**src/rtl/mp64_dma_arb.sv**
```systemverilog
// Round-robin DMA arbiter sharing one byte-wide memory-bus port between N_REQ masters,
// with burst locking, a dead cycle after every completion and an ack-timeout watchdog.
module mp64_dma_arb #(
  parameter int N_REQ     = 2,
  parameter int MAX_BURST = 16,
  parameter int TIMEOUT   = 255
) (
  input  logic                 clk,
  input  logic                 rst,
  input  logic [N_REQ-1:0]     m_req,
  input  logic [64*N_REQ-1:0]  m_addr,
  input  logic [8*N_REQ-1:0]   m_wdata,
  input  logic [N_REQ-1:0]     m_wen,
  output logic [N_REQ-1:0]     m_ack,
  output logic                 m_err,
  output logic [7:0]           m_rdata,
  output logic [2:0]           grant,
  output logic                 busy,
  output logic                 timeout_flag,
  input  logic                 clr_flags,
  output logic                 mem_req,
  output logic [63:0]          mem_addr,
  output logic [7:0]           mem_wdata,
  output logic                 mem_wen,
  input  logic [7:0]           mem_rdata,
  input  logic                 mem_ack
);

  typedef enum logic [1:0] {IDLE, WAIT, GAP} state_t;

  state_t      state_q, state_d;
  logic [15:0] timer_q, timer_d;
  logic [7:0]  burst_q, burst_d;
  logic        have_q, have_d;
  logic        drop_q, drop_d;

  logic [N_REQ-1:0] ack_d;
  logic        err_d, mem_req_d, busy_d, wen_d, flag_d;
  logic [7:0]  rdata_d, wdata_d;
  logic [63:0] addr_d;
  logic [2:0]  grant_d;

  // Per-port buses padded to 8 entries so a 3-bit index is always in range.
  logic [7:0]  req8, wen8;
  logic [63:0] addr_a [8];
  logic [7:0]  wd_a   [8];

  assign req8 = 8'(m_req);
  assign wen8 = 8'(m_wen);

  for (genvar i = 0; i < 8; i++) begin : g_pad
    if (i < N_REQ) begin : g_on
      assign addr_a[i] = m_addr[64*i +: 64];
      assign wd_a[i]   = m_wdata[8*i +: 8];
    end else begin : g_off
      assign addr_a[i] = '0;
      assign wd_a[i]   = '0;
    end
  end

  // Rotating scan starting just after the current grant; the current grant comes last.
  logic [3:0] cand;
  logic       found;
  logic [2:0] pick;
  always_comb begin
    found = 1'b0;
    pick  = grant;
    cand  = '0;
    for (int k = 1; k <= N_REQ; k++) begin
      cand = {1'b0, grant} + 4'(k);
      if (cand >= 4'(N_REQ)) cand = cand - 4'(N_REQ);
      if (!found && req8[cand[2:0]]) begin
        found = 1'b1;
        pick  = cand[2:0];
      end
    end
  end

  // The reset value of grant is not a real owner, so it gets no burst lock.
  logic       lock;
  logic [2:0] win;
  logic       drop_now;
  assign lock     = have_q && req8[grant] && (burst_q < 8'(MAX_BURST));
  assign win      = lock ? grant : pick;
  assign drop_now = drop_q | ~req8[grant];

  always_comb begin
    state_d   = state_q;
    timer_d   = timer_q;
    burst_d   = burst_q;
    have_d    = have_q;
    drop_d    = drop_q;
    grant_d   = grant;
    mem_req_d = mem_req;
    busy_d    = busy;
    addr_d    = mem_addr;
    wdata_d   = mem_wdata;
    wen_d     = mem_wen;
    ack_d     = '0;
    err_d     = 1'b0;
    rdata_d   = m_rdata;
    flag_d    = timeout_flag & ~clr_flags;
    case (state_q)
      IDLE: begin
        if (!req8[grant]) burst_d = '0;
        if (|m_req) begin
          if (win != grant) burst_d = '0;
          grant_d   = win;
          have_d    = 1'b1;
          addr_d    = addr_a[win];
          wdata_d   = wd_a[win];
          wen_d     = wen8[win];
          mem_req_d = 1'b1;
          busy_d    = 1'b1;
          timer_d   = '0;
          drop_d    = 1'b0;
          state_d   = WAIT;
        end
      end
      WAIT: begin
        drop_d = drop_now;
        if (mem_ack) begin
          mem_req_d = 1'b0;
          busy_d    = 1'b0;
          for (int i = 0; i < N_REQ; i++) ack_d[i] = (grant == 3'(i)) && !drop_now;
          rdata_d   = mem_rdata;
          if (burst_q != 8'hFF) burst_d = burst_q + 8'd1;
          state_d   = GAP;
        end else if (timer_q == 16'(TIMEOUT - 1)) begin
          mem_req_d = 1'b0;
          busy_d    = 1'b0;
          for (int i = 0; i < N_REQ; i++) ack_d[i] = (grant == 3'(i)) && !drop_now;
          err_d     = ~drop_now;
          rdata_d   = '0;
          flag_d    = 1'b1;
          state_d   = GAP;
        end else begin
          timer_d = timer_q + 16'd1;
        end
      end
      GAP:     state_d = IDLE;
      default: state_d = IDLE;
    endcase
  end

  always_ff @(posedge clk or posedge rst) begin
    if (rst) begin
      state_q      <= IDLE;
      timer_q      <= '0;
      burst_q      <= '0;
      have_q       <= 1'b0;
      drop_q       <= 1'b0;
      grant        <= 3'(N_REQ - 1);
      mem_req      <= 1'b0;
      busy         <= 1'b0;
      mem_addr     <= '0;
      mem_wdata    <= '0;
      mem_wen      <= 1'b0;
      m_ack        <= '0;
      m_err        <= 1'b0;
      m_rdata      <= '0;
      timeout_flag <= 1'b0;
    end else begin
      state_q      <= state_d;
      timer_q      <= timer_d;
      burst_q      <= burst_d;
      have_q       <= have_d;
      drop_q       <= drop_d;
      grant        <= grant_d;
      mem_req      <= mem_req_d;
      busy         <= busy_d;
      mem_addr     <= addr_d;
      mem_wdata    <= wdata_d;
      mem_wen      <= wen_d;
      m_ack        <= ack_d;
      m_err        <= err_d;
      m_rdata      <= rdata_d;
      timeout_flag <= flag_d;
    end
  end

endmodule

```
**config.mk**
```make
export PLATFORM = sky130hd
export DESIGN_NAME = mp64_dma_arb
export DESIGN_NICKNAME = d
export VERILOG_FILES = /design/src/rtl/mp64_dma_arb.sv
export SDC_FILE = /design/constraint.sdc
export NUM_CORES = 1
export LEC_CHECK = 0
export ABC_AREA = 1
export BUFFER_PORTS_ARGS = -buffer_cell sky130_fd_sc_hd__buf_4
export CAP_MARGIN = 40
export CORE_MARGIN = 2
export CORE_UTILIZATION = 50
export CTS_CLUSTER_DIAMETER = 200
export DETAILED_ROUTE_END_ITERATION = 8
export HOLD_SLACK_MARGIN = 0.06
export PLACE_DENSITY = 0.8
export SLEW_MARGIN = 10
export SYNTH_ARGS = -nofsm -noshare
export SYNTH_HDL_FRONTEND = slang
export SYNTH_SLANG_ARGS = --single-unit
```
**constraint.sdc**
```tcl
create_clock -name clk -period 5.05 [get_ports clk]
set_input_delay 0.7575 -clock clk [delete_from_list [all_inputs] [get_ports clk]]
set_output_delay 0.7575 -clock clk [all_outputs]
set_load 0.01 [all_outputs]
```
==> out/summary.json <==
{
  "run_status": {
    "outcome": "complete, no violations"
  },
  "timing": {
    "final_max_slew_viol_count": 0,
    "hold_violation_total_from_the_final_report": 0,
    "rsz0062_at_grt": "false",
    "worstMarginPinSlew_ns": 0.869,
    "period_needed_ns": 3.22,
    "clock.fmax_mhz": 311,
    "clock-skew-final_ns": 0.00924,
    "setup_viol_count_final": 0,
    "final.setup.worst_slack_ns": 1.83,
    "setup-tns-final_ns": 0,
    "share_of_the_clock_period_used_by_the_worst_path": 0.637,
    "normalized_max_slew_margin": 0.421
  },
  "synth": {
    "async_reset_ff_frac": 1.00,
    "synth_flop_cell": "dfrtp_1",
    "synth.ff_latch_count": 117,
    "mappedNetlistArea_um2": 6690,
    "mappedNetlistNets": 1130,
    "syn_area_per_cell_um2": 6.96,
    "synth_cells": 961,
    "synth_cell_types": 35,
    "portion_of_the_post_synthesis_area_used_by_sequential_elements": 0.438,
    "synth_edf_count": 0,
    "yosys_warnings": 0
  },
  "floorplan": {
    "num_rows": 42,
    "io_pins": 250,
    "initial_standard_cell_utilization_of_the_core": 0.509,
    "floorplan.core_area_um2": 13100,
    "die_height_um": 120,
    "design.die.area_um2": 14300,
    "die-width_um": 120
  },
  "job": {
    "cap_violations": 0
  },
  "clock_network": {
    "clk_pin_slew_worst_paths_ns": 0.05,
    "clk_latency_ns": 0.42,
    "cts-htree-levels": 4,
    "number_of_gates_resized_after_cts": 0,
    "holdBufCountCts": 0,
    "tritoncts": "done",
    "cts_num_sinks": 117,
    "cts_inserted_buffers": 17,
    "post_cts_buffers": 0,
    "clk_path_buf_depth": 2,
    "clock_tree.root_cell": "clkbuf_16"
  },
  "worst_setup_path": {
    "crit_fanout": 56,
    "crit_family": "simple AND/OR/NAND/NOR gates",
    "reg2reg_to": "mem_addr[3]$_DFFE_PP0P_",
    "cp_data_required_time_ns": 5.40,
    "crit_top_cell": "nand2_1",
    "worstSetupStartpointType": "register",
    "cp_slowest_stage_delay_ns": 0.66,
    "cp_cell_sequence": "ha_1 -> inv_1 -> nand2_1 -> nand2_1 -> nand2_1 -> nand2_1 -> nand2_1 -> nand4_4 -> nand2_2 -> buf_4 -> nand2_2 -> buf_12 -> nand2_1 -> nand3_1 -> nand2_1",
    "worst-endpoint-arrival_ns": 3.57,
    "path_buf_inv": 3,
    "worstSetupEndpointType": "register",
    "worst_r2r_path_depth": 15,
    "ff_to_ff_setup_slack_ns": 1.83,
    "r2r-start": "grant[0]$_DFFE_PP1P_",
    "startpoint_to_endpoint_class_of_the_critical_path": "register to register",
    "timing.critical_path.slowest_stage_cell": "dfstp_2"
  },
  "detailed_routing": {
    "postRouteAntennaNets": 0,
    "detail_route.first_pass.iterations": 5,
    "vias": 6929,
    "wl_final_um": 19900,
    "avgRoutedWirePerCell_um": 14.4,
    "avgViaCountPerCell": 5.00,
    "number_of_drc_markers_after_the_initial_detailed_route_iteration": 616,
    "drt_drc_violations_left": 0
  },
  "global_route": {
    "antenna_found_initial": 0,
    "grt_first_pass_wirelength_um": 31800,
    "globalRouteTotalUtil": 0.282,
    "largest_net_degree_at_the_start_of_global_routing": 80,
    "grt.overflow.total": 0,
    "first_global_vias": 6378
  },
  "final_layout": {
    "layout_common_cells": "308 x nand2_1, 258 x buf_4, 188 x inv_1, 182 x nand3_1, 116 x dfrtp_1",
    "final_nets": 1365,
    "post_route_cells_drive_above_1_share": 0.255,
    "mostFrequentLayoutCell": "nand2_1",
    "antennaDiodeCount": 0,
    "final_core_util": 0.702,
    "area_growth_syn_to_layout_pct": 37.9,
    "fill_cells": 1148
  },
  "placement": {
    "port_buffers": 249,
    "hpwl_um": 13900,
    "gp_congestion": 0.928,
    "pre_cts_slack_ns": 1.85
  },
  "min_path": {
    "timing.hold.worst.class": "input port to async pin"
  },
  "pwr": {
    "power_density_of_the_placed_cells_nw_per_um2": 312,
    "total_leakage_power_uw": 0.00556,
    "peak_supply_drop_v": 0.000251
  }
}
Yosys cell counts (2+ instances only):
cell type	count	area, um^2
nand2_4	2	22.5
nor2_1	42	158
buf_4	3	22.5
clkbuf_1	10	37.5
o21ai_0	12	60.1
inv_1	189	709
buf_2	23	115
ha_1	9	113
xor2_1	10	87.6
nand2_2	2	12.5
buf_6	7	78.8
inv_2	2	7.51
a21oi_1	11	55.1
nor2_2	2	12.5
nand3_1	182	911
nand4_1	5	31.3
nor3_1	7	35.0
nand2_1	310	1160
dfrtp_1	116	2900
a31oi_1	2	12.5
worst register-to-register path: cells and delay by family, from the launching register on:
kind          cells  cell delay (ns)
simple gates     11             1.41
fa+ha+maj         1             0.21
flops             1             0.66
buf+inv           3             0.87
worst max-delay path by stage:
stage	start	cells after the start	slack, ns	endpoint
after floorplan	rst	1	1.19	burst_q[0]$_DFFE_PP0P_
after global placement	grant[0]$_DFFE_PP1P_	14	1.76	mem_addr[49]$_DFFE_PP0P_
after detailed placement	grant[0]$_DFFE_PP1P_	15	1.85	mem_addr[61]$_DFFE_PP0P_
after CTS	grant[0]$_DFFE_PP1P_	15	1.83	mem_addr[5]$_DFFE_PP0P_
after global routing	grant[0]$_DFFE_PP1P_	15	1.60	mem_addr[15]$_DFFE_PP0P_
final	grant[0]$_DFFE_PP1P_	15	1.83	mem_addr[3]$_DFFE_PP0P_
cells by family (layout without fill, tap and decap cells):
logic type               after synthesis  after routing  share of synthesized area
AND/OR/NAND/NOR                      559            559                      0.361
flip-flops                           117            117                      0.438
XOR/XNOR                              11             11                     0.0144
buffers and inverters                236            484                      0.147
AO/OA/AOI/OAI                         29             29                     0.0232
adder cells (fa/ha/maj)                9              9                     0.0168
routing by layer:
| metal | vias to the layer above | GRT usage | share of wire |
|---|---|---|---|
| met5 | - | 0 | 0 |
| met2 | 331 | 0.437 | 0.46 |
| met3 | 47 | 0.0751 | 0.085 |
| met1 | 3162 | 0.367 | 0.42 |
| li1 | 3389 | - | - |
| met4 | 0 | 0.136 | 0.036 |
metrics by stage:
stage	instances	hold slack, ns	cell area, um^2	total power [uW]
2_1_floorplan	961	0.440	6690	1410
3_3_place_gp	1350	0.455	8590	1660
3_5_place_dp	1353	0.460	8620	1670
4_1_cts	1385	0.236	9230	2900
5_1_grt	1385	0.248	9230	3020
6_report	1385	0.245	9230	2880
state kept, by name, indices dropped and copies added, names as in the netlist:
name	count
have_q	1
m_err	1
burst_q	8
mem_req	1
m_rdata	8
state_q	2
mem_wdata	8
timeout_flag	1
mem_wen	1
drop_q	1
timer_q	16
m_ack	2
grant	3
mem_addr	64
where the power goes:
group | switching [uW] | internal, uW | total, uW
Sequential | 48.9 | 1000 | 1050
Clock | 424 | 801 | 1220
Combinational | 369 | 236 | 604
Total | 841 | 2040 | 2880
layout make-up:
type,count,area (um^2),area share
Tap cell,176,220,0.0239
Multi-Input combinational cell,608,2790,0.302
Inverter,193,729,0.0791
Sequential cell,117,2930,0.317
Timing Repair Buffer,259,1960,0.212
Clock buffer,24,512,0.0555
Clock inverter,8,95.1,0.0103
Note: power is estimated with default switching activity, not from simulation.
